## config.mk

```make
export PLATFORM = sky130hd
export DESIGN_NAME = kbd_fifo_flat
export DESIGN_NICKNAME = d
export VERILOG_FILES = /design/src/rtl/kbd_fifo_if.sv /design/src/rtl/kbd_fifo.sv /design/src/flat_wrapper.sv
export SDC_FILE = /design/constraint.sdc
export NUM_CORES = 1
export LEC_CHECK = 0
export CORE_ASPECT_RATIO = 1.25
export CORE_MARGIN = 3
export CORE_UTILIZATION = 30
export CTS_CLUSTER_SIZE = 12
export DETAILED_ROUTE_END_ITERATION = 7
export PLACE_DENSITY = 0.5
export SLEW_MARGIN = 20
export SYNTH_ARGS = -nofsm -noshare
export SYNTH_HDL_FRONTEND = slang
export SYNTH_SLANG_ARGS = --single-unit
```

## constraint.sdc

```tcl
create_clock -name clock_25 -period 2.6 [get_ports clock_25]
set_input_delay 0.65 -clock clock_25 [delete_from_list [all_inputs] [get_ports clock_25]]
set_output_delay 0.65 -clock clock_25 [all_outputs]
set_load 0.01 [all_outputs]
```

## src/rtl/kbd_fifo_if.sv

```systemverilog
// kbd_fifo_if: keyboard FIFO bus between the ps2 receiver/CPU port side (master) and the FIFO (slave)
interface kbd_fifo_if #(parameter int DEPTH_LOG2 = 4);
  logic                  kb_done;
  logic [7:0]            kb_data;
  logic                  rd;
  logic                  clr;
  logic [7:0]            dout;
  logic [DEPTH_LOG2:0]   count;
  logic                  empty;
  logic                  full;
  logic                  overflow;
  logic                  irq;
  modport master (output kb_done, kb_data, rd, clr, input dout, count, empty, full, overflow, irq);
  modport slave (input kb_done, kb_data, rd, clr, output dout, count, empty, full, overflow, irq);
endinterface

```

## src/rtl/kbd_fifo.sv

```systemverilog
// kbd_fifo: scan-code FIFO between ps2 and CPU port 0x22; define KBD_BREAK_FOLD_EN to fold F0 break prefixes into bit 7
module kbd_fifo #(
  parameter int DEPTH_LOG2 = 4
) (
  input  logic     clock_25,
  input  logic     reset,
  kbd_fifo_if.slave bus
);
  localparam int DEPTH = 1 << DEPTH_LOG2;
  localparam logic [DEPTH_LOG2:0] FULL_COUNT = (DEPTH_LOG2 + 1)'(DEPTH);
  logic [7:0]            mem [DEPTH];
  logic [DEPTH_LOG2-1:0] wr_ptr;
  logic [DEPTH_LOG2-1:0] rd_ptr;
  logic [DEPTH_LOG2:0]   count;
  logic [DEPTH_LOG2:0]   count_next;
  logic                  empty;
  logic                  full;
  logic                  overflow;
  logic                  irq;
  logic [7:0]            dout;
  logic [7:0]            dout_next;
  logic [7:0]            wr_byte;
  logic                  wr_req;
  logic                  push;
  logic                  pop;
  logic                  drop;
`ifdef KBD_BREAK_FOLD_EN
  logic fold_pending;
  logic is_break;
  assign is_break = bus.kb_data == 8'hF0;
  assign wr_req   = bus.kb_done & ~is_break;
  assign wr_byte  = fold_pending ? {1'b1, bus.kb_data[6:0]} : bus.kb_data;
  // a break prefix arms the fold; the next real byte disarms it whether kept or dropped
  always_ff @(posedge clock_25 or posedge reset)
    if (reset) fold_pending <= 1'b0;
    else if (bus.kb_done) fold_pending <= is_break;
`else
  assign wr_req  = bus.kb_done;
  assign wr_byte = bus.kb_data;
`endif
  // a pop frees a slot in the same cycle, so a full FIFO still accepts a byte alongside rd
  assign pop  = bus.rd & ~empty;
  assign push = wr_req & (~full | bus.rd);
  assign drop = wr_req & full & ~bus.rd;
  // occupancy update and next head; dout stays 0 for the cycle after a push into an empty FIFO
  always_comb begin
    count_next = (push & ~pop) ? count + 1'b1 : (pop & ~push) ? count - 1'b1 : count;
    dout_next  = (empty || count_next == '0) ? 8'h00 : mem[rd_ptr];
  end
  // storage needs no reset; contents are only observed through rd_ptr within count
  always_ff @(posedge clock_25)
    if (push) mem[wr_ptr] <= wr_byte;
  // pointers, flags and registered head
  always_ff @(posedge clock_25 or posedge reset)
    if (reset) begin
      wr_ptr   <= '0;
      rd_ptr   <= '0;
      count    <= '0;
      empty    <= 1'b1;
      full     <= 1'b0;
      overflow <= 1'b0;
      irq      <= 1'b0;
      dout     <= 8'h00;
    end else begin
      wr_ptr   <= push ? wr_ptr + 1'b1 : wr_ptr;
      rd_ptr   <= pop ? rd_ptr + 1'b1 : rd_ptr;
      count    <= count_next;
      empty    <= count_next == '0;
      full     <= count_next == FULL_COUNT;
      overflow <= drop | (overflow & ~bus.clr);
      irq      <= push;
      dout     <= dout_next;
    end
  assign bus.dout     = dout;
  assign bus.count    = count;
  assign bus.empty    = empty;
  assign bus.full     = full;
  assign bus.overflow = overflow;
  assign bus.irq      = irq;
endmodule

```

## src/flat_wrapper.sv

```systemverilog
// flat-port wrapper written by rule: the top's interface ports become plain ports
module kbd_fifo_flat 
#(
  parameter int DEPTH_LOG2 = 4
)
  (clock_25, reset, bus_kb_done, bus_kb_data, bus_rd, bus_clr, bus_dout, bus_count, bus_empty, bus_full, bus_overflow, bus_irq);
  kbd_fifo_if #(.DEPTH_LOG2(DEPTH_LOG2)) bus_i ();
  input  logic clock_25;
  input  logic reset;
  input wire logic [$bits(bus_i.kb_done)-1:0] bus_kb_done;
  input wire logic [$bits(bus_i.kb_data)-1:0] bus_kb_data;
  input wire logic [$bits(bus_i.rd)-1:0] bus_rd;
  input wire logic [$bits(bus_i.clr)-1:0] bus_clr;
  output wire logic [$bits(bus_i.dout)-1:0] bus_dout;
  output wire logic [$bits(bus_i.count)-1:0] bus_count;
  output wire logic [$bits(bus_i.empty)-1:0] bus_empty;
  output wire logic [$bits(bus_i.full)-1:0] bus_full;
  output wire logic [$bits(bus_i.overflow)-1:0] bus_overflow;
  output wire logic [$bits(bus_i.irq)-1:0] bus_irq;
  assign bus_i.kb_done = bus_kb_done;
  assign bus_i.kb_data = bus_kb_data;
  assign bus_i.rd = bus_rd;
  assign bus_i.clr = bus_clr;
  assign bus_dout = bus_i.dout;
  assign bus_count = bus_i.count;
  assign bus_empty = bus_i.empty;
  assign bus_full = bus_i.full;
  assign bus_overflow = bus_i.overflow;
  assign bus_irq = bus_i.irq;
  kbd_fifo #(.DEPTH_LOG2(DEPTH_LOG2)) u_core (.clock_25(clock_25), .reset(reset), .bus(bus_i));
endmodule
```

==> results.cfg, run 1 <==
[die]
coreArea_sq_um = 20200
die_h_microns = 166
ios = 30
die_x_microns = 134
die_area_sq_um = 22300
core.rowCount = 58
start_util = 0.306

[drt]
drt_pre_antenna_iters = 4
route.detailed.drc = 0
routed_wl_microns = 13400
routedWlPerCell_microns = 19.4
route.antenna.remaining_nets = 0
first_iter_violations = 300
vias_per_cell = 4.69
num_vias = 3233

[critical_path]
crit_fanout = 15
crit_slowest_cell = dfstp_2
critical_path_class = reg -> out
path_cells = clkdlybuf4s50_1
rr_startpoint = u_core.bus.empty$_DFF_PP1_
start_kind = flop
cp_top_family = flip-flops
cpPeakStageDelay_ps = 740
rr_worst_depth = 6
cp_num_buf_inv = 1
worstPathArrival_ps = 1760
end_kind = output port
cp.required_ps = 1950
timing.rr.end = u_core.bus.dout[6]$_DFF_PP0_
r2r_slack_ps = 470

[cts]
clk_path_buf_depth = 2
postCtsSetupBuffers = 0
cts-root-buf = clkbuf_16
cts_hold_buf = 0
cts.sink_count = 153
clkSlewWorstSetupHoldPaths_ps = 60
h-tree-depth = 4
tritoncts = built
insertion_delay_ps = 420
numCtsBuffers = 17
cts_resized = 0

[power_and_ir_drop]
pwr-share-comb = 0.309
p_leak_uw = 0.00264
p_sw_frac = 0.305
seqPwrFrac = 0.402
vdd_drop_max_uv = 495
p_clk_frac = 0.289
power.density_nw_per_um2 = 1080
p_int_uw = 5740
p_switching_uw = 2510

[worst_hold_path]
worstHoldStart = u_core.bus.overflow$_DFF_PP0_
holdPathStages = 2
hold_end = u_core.bus.overflow$_DFF_PP0_
hold_path_class = reg -> reg

[logic_synthesis]
ys_types = 43
avgSynthCellArea_sq_um = 18.3
syn_inst = 337
synthTopCellsByArea = edfxtp_1, mux4_2, dfrtp_1
synth_largest_area_cell = edfxtp_1
ys_seq_area_frac = 0.725
synth_area_sq_um = 6170
synth.top_cell.area_share = 0.623
ys_warn_count = 0
ys_ff_latch = 153
syn-num-nets = 357

[final_layout]
drive_gt1_frac = 0.271
instances_no_fill = 690
fin_util = 0.380
regArea_sq_um = 4470
multi_input_area_sq_um = 1590
nets = 427
area_growth_pct = 24.2
nFillCells = 1919
diodes = 0

[timing]
finalCritPeriodShare = 0.926
setup_viol = 0
finalHoldViolCount = 0
tightest_slew_ps = 673
skew_ps = 5.42
tns_ps = 0
min_period_ps = 2410
grt_setup_unrepaired = false
fmax_mhz = 415
slew_headroom = 0.550
slew_violations = 0

[placement]
portBuffers = 29
dp_hpwl_microns = 9050
placedCellCount = 658
gp_congestion = 0.818

[global_routing]
grt_overflow = 0
antenna_found_initial = 0
grt_use_total = 0.127
grt_pass1_wl_microns = 20500
grt_max_degree = 36
grt_pass1_vias = 3394

[job]
drv_cap = 0

[run_status]
status = finished clean
## cell usage after synthesis, drive strengths merged
master	n
nand3	3
and2	8
o221a	1
xor2	2
or3	1
nand4	4
a22oi	14
a21oi	10
dfrtp	24
o21ai	6
o211ai	1
a221oi	2
and2b	2
nor2b	4
inv	12
a21o	7
buf	10
nand4bb	1
dfstp	1
nor2	7
a211o	1
mux2	1
nand2b	4
edfxtp	128
nor4	4
xnor2	8
mux4	32
nor3b	2
nor3	5
nor4b	2
mux2i	1
nand2	12
clkbuf	8
nand3b	1
ha	7
a211oi	1
## cells in the final DEF (no fill, tap or decap), types with 2 or more instances in the layout
master           synthesis  layout
edfxtp_1               128     128
buf_4                    2      36
mux4_2                  32      32
clkdlybuf4s50_1          0      29
dfrtp_1                 24      23
clkbuf_16                0      17
a22oi_1                 14      14
nand2_1                 12      12
inv_1                   10      10
a21oi_1                 10      10
xnor2_1                  8       8
and2_1                   8       8
nor2_1                   7       7
a21o_1                   7       7
ha_1                     7       7
nor3_1                   5       5
o21ai_0                  5       5
clkinv_4                 0       5
nand2b_1                 4       4
nor2b_1                  4       4
nand4_1                  4       4
nor4_2                   0       4
buf_12                   0       4
nand3_1                  3       3
clkinv_1                 0       3
inv_2                    2       2
nor4b_1                  2       2
xor2_1                   2       2
nor3b_1                  2       2
clkinvlp_4               0       2
bufinv_16                0       2
inv_6                    0       2
## state kept, by name, summed over array words and instances, names as in the netlist
name / count
u_core.mem: 128
u_core.bus.overflow: 1
u_core.bus.empty: 1
u_core.bus.count: 5
u_core.bus.dout: 8
u_core.wr_ptr: 4
u_core.rd_ptr: 4
u_core.bus.full: 1
u_core.bus.irq: 1
## area by class of cell
class | instances | area share
repair buffers | 69 | 0.0836
clock buffers | 17 | 0.0555
clock inverters | 15 | 0.0199
multi-input cells | 154 | 0.208
flip-flops and latches | 153 | 0.583
inverters | 12 | 0.00588
well taps | 270 | 0.0441
## power by group through the flow
stage | logic, uW | registers (uW) | clock network (uW)
after floorplan | 1690 | 3270 | 0
after global placement | 2570 | 3360 | 0
after detailed placement | 2600 | 3370 | 0
after CTS | 2610 | 3320 | 2450
after global routing | 2770 | 3370 | 2570
final | 2550 | 3320 | 2380
## how the worst max path moves through the flow
stage	startpoint	to	cells past startpoint
after CTS	u_core.bus.empty$_DFF_PP1_	bus_empty	1
after global routing	u_core.bus.empty$_DFF_PP1_	bus_empty	1
after floorplan	bus_rd	u_core.mem[1][0]$_DFFE_PP_	4
after detailed placement	bus_kb_done	u_core.mem[7][1]$_DFFE_PP_	7
final	u_core.bus.empty$_DFF_PP1_	bus_empty	1
after global placement	bus_kb_done	u_core.mem[7][1]$_DFFE_PP_	7
## stage by stage
stage          cell area, sq um  power [uW]  hold slack (ps)  setup slack (ps)
6_report                   7660        8250              536               192
5_1_grt                    7660        8710              591               126
4_1_cts                    7660        8370              542               162
3_5_place_dp               7090        5970              534              -103
3_3_place_gp               7090        5930              526              -126
2_1_floorplan              6170        4960              546               347
## cells by family (layout without fill, tap and decap cells)
group | after synthesis | in the layout | share of synthesized area
xor gates and xnor gates | 10 | 10 | 0.0142
DFF | 153 | 153 | 0.725
buffers and inverters | 30 | 113 | 0.0215
muxes | 34 | 34 | 0.120
adders and majority gates | 7 | 7 | 0.0142
and+or+nand+nor | 60 | 60 | 0.0554
AOI/OAI and AO/OA | 43 | 43 | 0.0499
## metal layers
metal,up-vias,wire (microns),global-route usage
met5,-,0,0
met1,1677,5420,0.150
li1,1479,-,-
met4,0,244,0.0456
met3,17,527,0.0355
met2,60,7160,0.219
Note: power is estimated with default switching activity, not from simulation.
==> run 2, diff against run 1 <==
--- a/config.mk
+++ b/config.mk
@@ -5,6 +5,7 @@
 export SDC_FILE = /design/constraint.sdc
 export NUM_CORES = 1
 export LEC_CHECK = 0
+export ABC_AREA = 1
 export CORE_ASPECT_RATIO = 1.25
 export CORE_MARGIN = 3
 export CORE_UTILIZATION = 30
==> results.cfg, run 2 <==
[die]
ios = 30
start_util = 0.309
die_x_microns = 136
coreArea_sq_um = 20400
die_h_microns = 168
core.rowCount = 58
die_area_sq_um = 22800

[cts]
postCtsSetupBuffers = 0
insertion_delay_ps = 420
tritoncts = built
cts-root-buf = clkbuf_16
cts_resized = 0
numCtsBuffers = 17
cts_hold_buf = 0
clk_path_buf_depth = 2
clkSlewWorstSetupHoldPaths_ps = 60
h-tree-depth = 4
cts.sink_count = 153

[final_layout]
diodes = 0
largest_reg_flops = 128
area_growth_pct = 21.2
drive_gt1_frac = 0.126
final_cell_area_sq_um = 7630
final_cell_mix = nand2_1, edfxtp_1, nand3_1
mostFrequentLayoutCell = nand2_1
nets = 611
largest_register = u_core.mem
fin_util = 0.374
biggestRegsByFlops = u_core.mem: 128 flops, u_core.bus.dout: 8 flops, u_core.bus.count: 5 flops

[critical_path]
start_kind = flop
rr_worst_depth = 7
path_cells = clkdlybuf4s50_1
crit_fanout = 3
cp_top_family = flip-flops
end_kind = output port
critical_path_class = reg -> out
cp.required_ps = 1950
cp_num_buf_inv = 1
cp.depth = 1
worstPathArrival_ps = 1530
cpPeakStageDelay_ps = 570
crit_slowest_cell = dfstp_2

[logic_synthesis]
avgSynthCellArea_sq_um = 11.7
synthTopCellsByArea = edfxtp_1, dfrtp_1, nand2_1
synth_largest_area_cell = edfxtp_1
syn-num-nets = 559
ys_warn_count = 0
ys_seq_area_frac = 0.710
ys_ff_latch = 153
syn_inst = 539
async_reset_ff_frac = 0.163
synth_flop_cell = edfxtp_1
yosys.cell_count.top_type = nand2_1
synth_area_sq_um = 6300
ys_types = 29
synth.top_cell.area_share = 0.610
synth-edff-count = 128
yosys-top-cells-count = nand2_1, edfxtp_1, nand3_1

[global_routing]
grt_max_degree = 67
grt_pass1_vias = 4207
grt_use_total = 0.139
antenna_found_initial = 0
grt_pass1_wl_microns = 23800
grt_overflow = 0

[power_and_ir_drop]
p_sw_frac = 0.363
p_switching_uw = 3130
pwr-share-comb = 0.344
vdd_drop_max_uv = 471
p_leak_uw = 0.00284
p_clk_frac = 0.277
p_int_uw = 5500
seqPwrFrac = 0.379
power.density_nw_per_um2 = 1130

[timing]
setup_viol = 0
finalCritPeriodShare = 0.839
tightest_slew_ps = 744
grt_setup_unrepaired = false
skew_ps = 5.40
min_period_ps = 2180
setup_slack_ps = 418
holdWs_ps = 493
finalHoldViolCount = 0
slew_violations = 0
fmax_mhz = 458
slew_headroom = 0.502
tns_ps = 0

[run_status]
status = finished clean

[job]
drv_cap = 0

[drt]
route.antenna.remaining_nets = 0
num_vias = 4073
vias_per_cell = 4.66
drt_pre_antenna_iters = 4
first_iter_violations = 305
routedWlPerCell_microns = 17.4
route.detailed.drc = 0
routed_wl_microns = 15200

[placement]
gp_congestion = 0.769
dp_hpwl_microns = 10100
dp_slack_ps = 20.8
portBuffers = 29
placed_cell_area_sq_um = 7050

[worst_hold_path]
hold_path_class = in -> async
## run 2: changes by cell type after synthesis, sizes merged, moves of 6 or more
| cell | before | now |
|---|---|---|
| mux4 | 32 | 0 |
| nand2 | 12 | 155 |
| a21oi | 10 | 26 |
| xnor2 | 8 | 1 |
| a22oi | 14 | 0 |
| buf | 10 | 16 |
| nand3 | 3 | 69 |
| nor2 | 7 | 43 |
| inv | 12 | 19 |
| and2 | 8 | 0 |
| o21ai | 6 | 15 |
| a21o | 7 | 0 |
| xor2 | 2 | 9 |
## run 2: power groups by stage
stage / sequential [uW] / clock [uW] / combinational (uW)
after floorplan: 3300 / 0 / 1840
after global placement: 3320 / 0 / 2970
after detailed placement: 3320 / 0 / 2990
after CTS: 3280 / 2450 / 3010
after global routing: 3310 / 2580 / 3330
final: 3270 / 2390 / 2970
## run 2: area by class of cell
cell class	instances	area (sq um)
Timing Repair Buffer	58	533
Clock buffer	17	425
Clock inverter	15	150
Multi-Input combinational cell	339	1630
Inverter	22	82.6
Tap cell	270	338
Sequential cell	153	4470
Fill cell	2005	12800
## run 2: kinds of logic after synthesis
family / Yosys count / synth area share
buffers and inverters: 47 / 0.0312
AO/OA/AOI/OAI: 53 / 0.0473
AND/OR/NAND/NOR: 269 / 0.182
XOR/XNOR: 10 / 0.0151
flip-flops: 153 / 0.710
adder cells (fa/ha/maj): 7 / 0.0139
## run 2: metrics by stage
step                instances  total power (uW)
floorplan                 539              5150
global placement          842              6280
detailed placement        842              6320
CTS                       874              8730
global route              874              9210
finish                    874              8630
## run 2: per-layer routing
layer,routed length [microns],vias to the layer above,track usage
met5,0,-,0
met4,286,0,0.0504
met3,615,16,0.0269
met2,7750,110,0.237
met1,6570,1974,0.177
li1,-,1973,-
## run 2: final timing paths
path | startpoint | end | slack (ps)
max in group asynchronous | reset | u_core.bus.empty$_DFF_PP1_ | 1510
hold / removal | reset | u_core.bus.dout[2]$_DFF_PP0_ | 490
hold reg to reg | u_core.bus.overflow$_DFF_PP0_ | u_core.bus.overflow$_DFF_PP0_ | 540
min in group clock_25 | u_core.bus.overflow$_DFF_PP0_ | u_core.bus.overflow$_DFF_PP0_ | 540
setup reg to reg | u_core.rd_ptr[2]$_DFFE_PP0P_ | u_core.bus.dout[6]$_DFF_PP0_ | 550
setup / recovery | u_core.bus.empty$_DFF_PP1_ | bus_empty | 420
==> run 3, diff against run 2 <==
--- a/config.mk
+++ b/config.mk
@@ -11,7 +11,7 @@
 export CORE_UTILIZATION = 30
 export CTS_CLUSTER_SIZE = 12
 export DETAILED_ROUTE_END_ITERATION = 7
-export PLACE_DENSITY = 0.5
+export PLACE_DENSITY = 0.52
 export SLEW_MARGIN = 20
 export SYNTH_ARGS = -nofsm -noshare
 export SYNTH_HDL_FRONTEND = slang
==> constraint.sdc (replaced) <==
create_clock -name clock_25 -period 1.8 [get_ports clock_25]
set_input_delay 0.45 -clock clock_25 [delete_from_list [all_inputs] [get_ports clock_25]]
set_output_delay 0.45 -clock clock_25 [all_outputs]
set_load 0.01 [all_outputs]
==> results.cfg, run 3 (synthesis gave the netlist of run 2 again) <==
[critical_path]
cp.required_ps = 1350
crit_fanout = 1
start_kind = flop
end_kind = output port
worstPathArrival_ps = 1300
cp_num_buf_inv = 1
cp_top_family = buffers and inverters
cpPeakStageDelay_ps = 530
crit_slowest_cell = clkdlybuf4s50_1
r2r_slack_ps = 140
path_cells = clkdlybuf4s50_1
critical_path_class = reg -> out

[die]
ios = 30
die_area_sq_um = 22800
die_h_microns = 168
coreArea_sq_um = 20400
start_util = 0.309
core.rowCount = 58
die_x_microns = 136

[final_layout]
biggestRegsByFlops = u_core.mem: 128 flops, u_core.bus.dout: 8 flops, u_core.bus.count: 5 flops
area_growth_pct = 26.6
final_cell_area_sq_um = 7970
largest_register = u_core.mem
nets = 643
drive_gt1_frac = 0.173
final_cell_mix = nand2_1, edfxtp_1, nand3_1
mostFrequentLayoutCell = nand2_1
diodes = 0
largest_reg_flops = 128

[timing]
tightest_slew_ps = 357
slew_headroom = 0.762
min_period_ps = 1750
finalCritPeriodShare = 0.970
fmax_mhz = 573
skew_ps = 6.18
slew_violations = 0
holdWs_ps = 393
grt_setup_unrepaired = true
finalHoldViolCount = 0
setup_viol = 0

[power_and_ir_drop]
pwr-share-comb = 0.364
power.density_nw_per_um2 = 1630
p_switching_uw = 4510
p_int_uw = 8490
p_leak_uw = 0.00309
p_sw_frac = 0.347
seqPwrFrac = 0.359
vdd_drop_max_uv = 810
p_clk_frac = 0.276

[cts]
clkSlewWorstSetupHoldPaths_ps = 60
numCtsBuffers = 17
cts_hold_buf = 0
cts.sink_count = 153
cts-root-buf = clkbuf_16
tritoncts = built
insertion_delay_ps = 420
clk_path_buf_depth = 2
h-tree-depth = 4

[placement]
gp_congestion = 0.859
dp_hpwl_microns = 10200
placed_cell_area_sq_um = 7310
portBuffers = 29

[drt]
routed_wl_microns = 15000
routedWlPerCell_microns = 16.6
route.detailed.drc = 0
vias_per_cell = 4.68
first_iter_violations = 345
route.antenna.remaining_nets = 0
num_vias = 4235
drt_pre_antenna_iters = 5

[worst_hold_path]
hold_path_class = in -> async

[global_routing]
grt_pass1_wl_microns = 23700
grt_pass1_vias = 4386
grt_overflow = 0
antenna_found_initial = 0
grt_use_total = 0.137
grt_max_degree = 41

[job]
drv_cap = 0

[run_status]
status = finished clean
-- run 3: final cells by class --
cell class	instances	area [sq um]
Clock inverter	11	154
Tap cell	270	338
Fill cell	1940	12400
Clock buffer	20	437
Inverter	22	82.6
Sequential cell	153	4470
Multi-Input combinational cell	339	1670
Timing Repair Buffer	90	813
-- run 3: what timing repair did --
action | 4_1_cts | 5_1_grt
resized for setup | 7 | 15
endpoints found under the setup margin | 18 | 66
buffers inserted | 2 | 1
-- run 3: final timing paths --
kind | from | end | cells after the start
max | u_core.bus.irq$_DFF_PP0_ | bus_irq | 1
min | reset | u_core.bus.dout[6]$_DFF_PP0_ | 3
max reg2reg | u_core.rd_ptr[1]$_DFFE_PP0P_ | u_core.bus.dout[2]$_DFF_PP0_ | 7
min reg2reg | u_core.bus.overflow$_DFF_PP0_ | u_core.bus.overflow$_DFF_PP0_ | 2
max in group asynchronous | reset | u_core.bus.empty$_DFF_PP1_ | 3
min in group clock_25 | u_core.bus.overflow$_DFF_PP0_ | u_core.bus.overflow$_DFF_PP0_ | 2
-- run 3: metrics by stage --
stage                     setup WS [ps]  std cells  power, uW  setup TNS, ps  utilization
after floorplan                     125        539       7430              0            -
after global placement             -484        871       9350         -47080        0.358
after detailed placement           -445        871       9450         -47910        0.358
after CTS                         -13.1        904      13000          -82.7        0.388
after global routing              -3.56        905      13800          -3.56        0.391
final                              54.2        905      13000              0        0.391
-- run 3: power groups by stage --
stage,Clock [uW],Combinational [uW],Sequential (uW)
floorplan,0,2660,4770
global placement,0,4600,4750
detailed placement,0,4690,4760
CTS,3650,4730,4670
global route,3820,5300,4710
finish,3590,4740,4670
-- run 3: per-layer routing --
layer  global-route usage  routed length, microns
met5                    0                       0
met4               0.0579                     419
met2                0.234                    7500
met3               0.0299                     672
met1                0.168                    6420
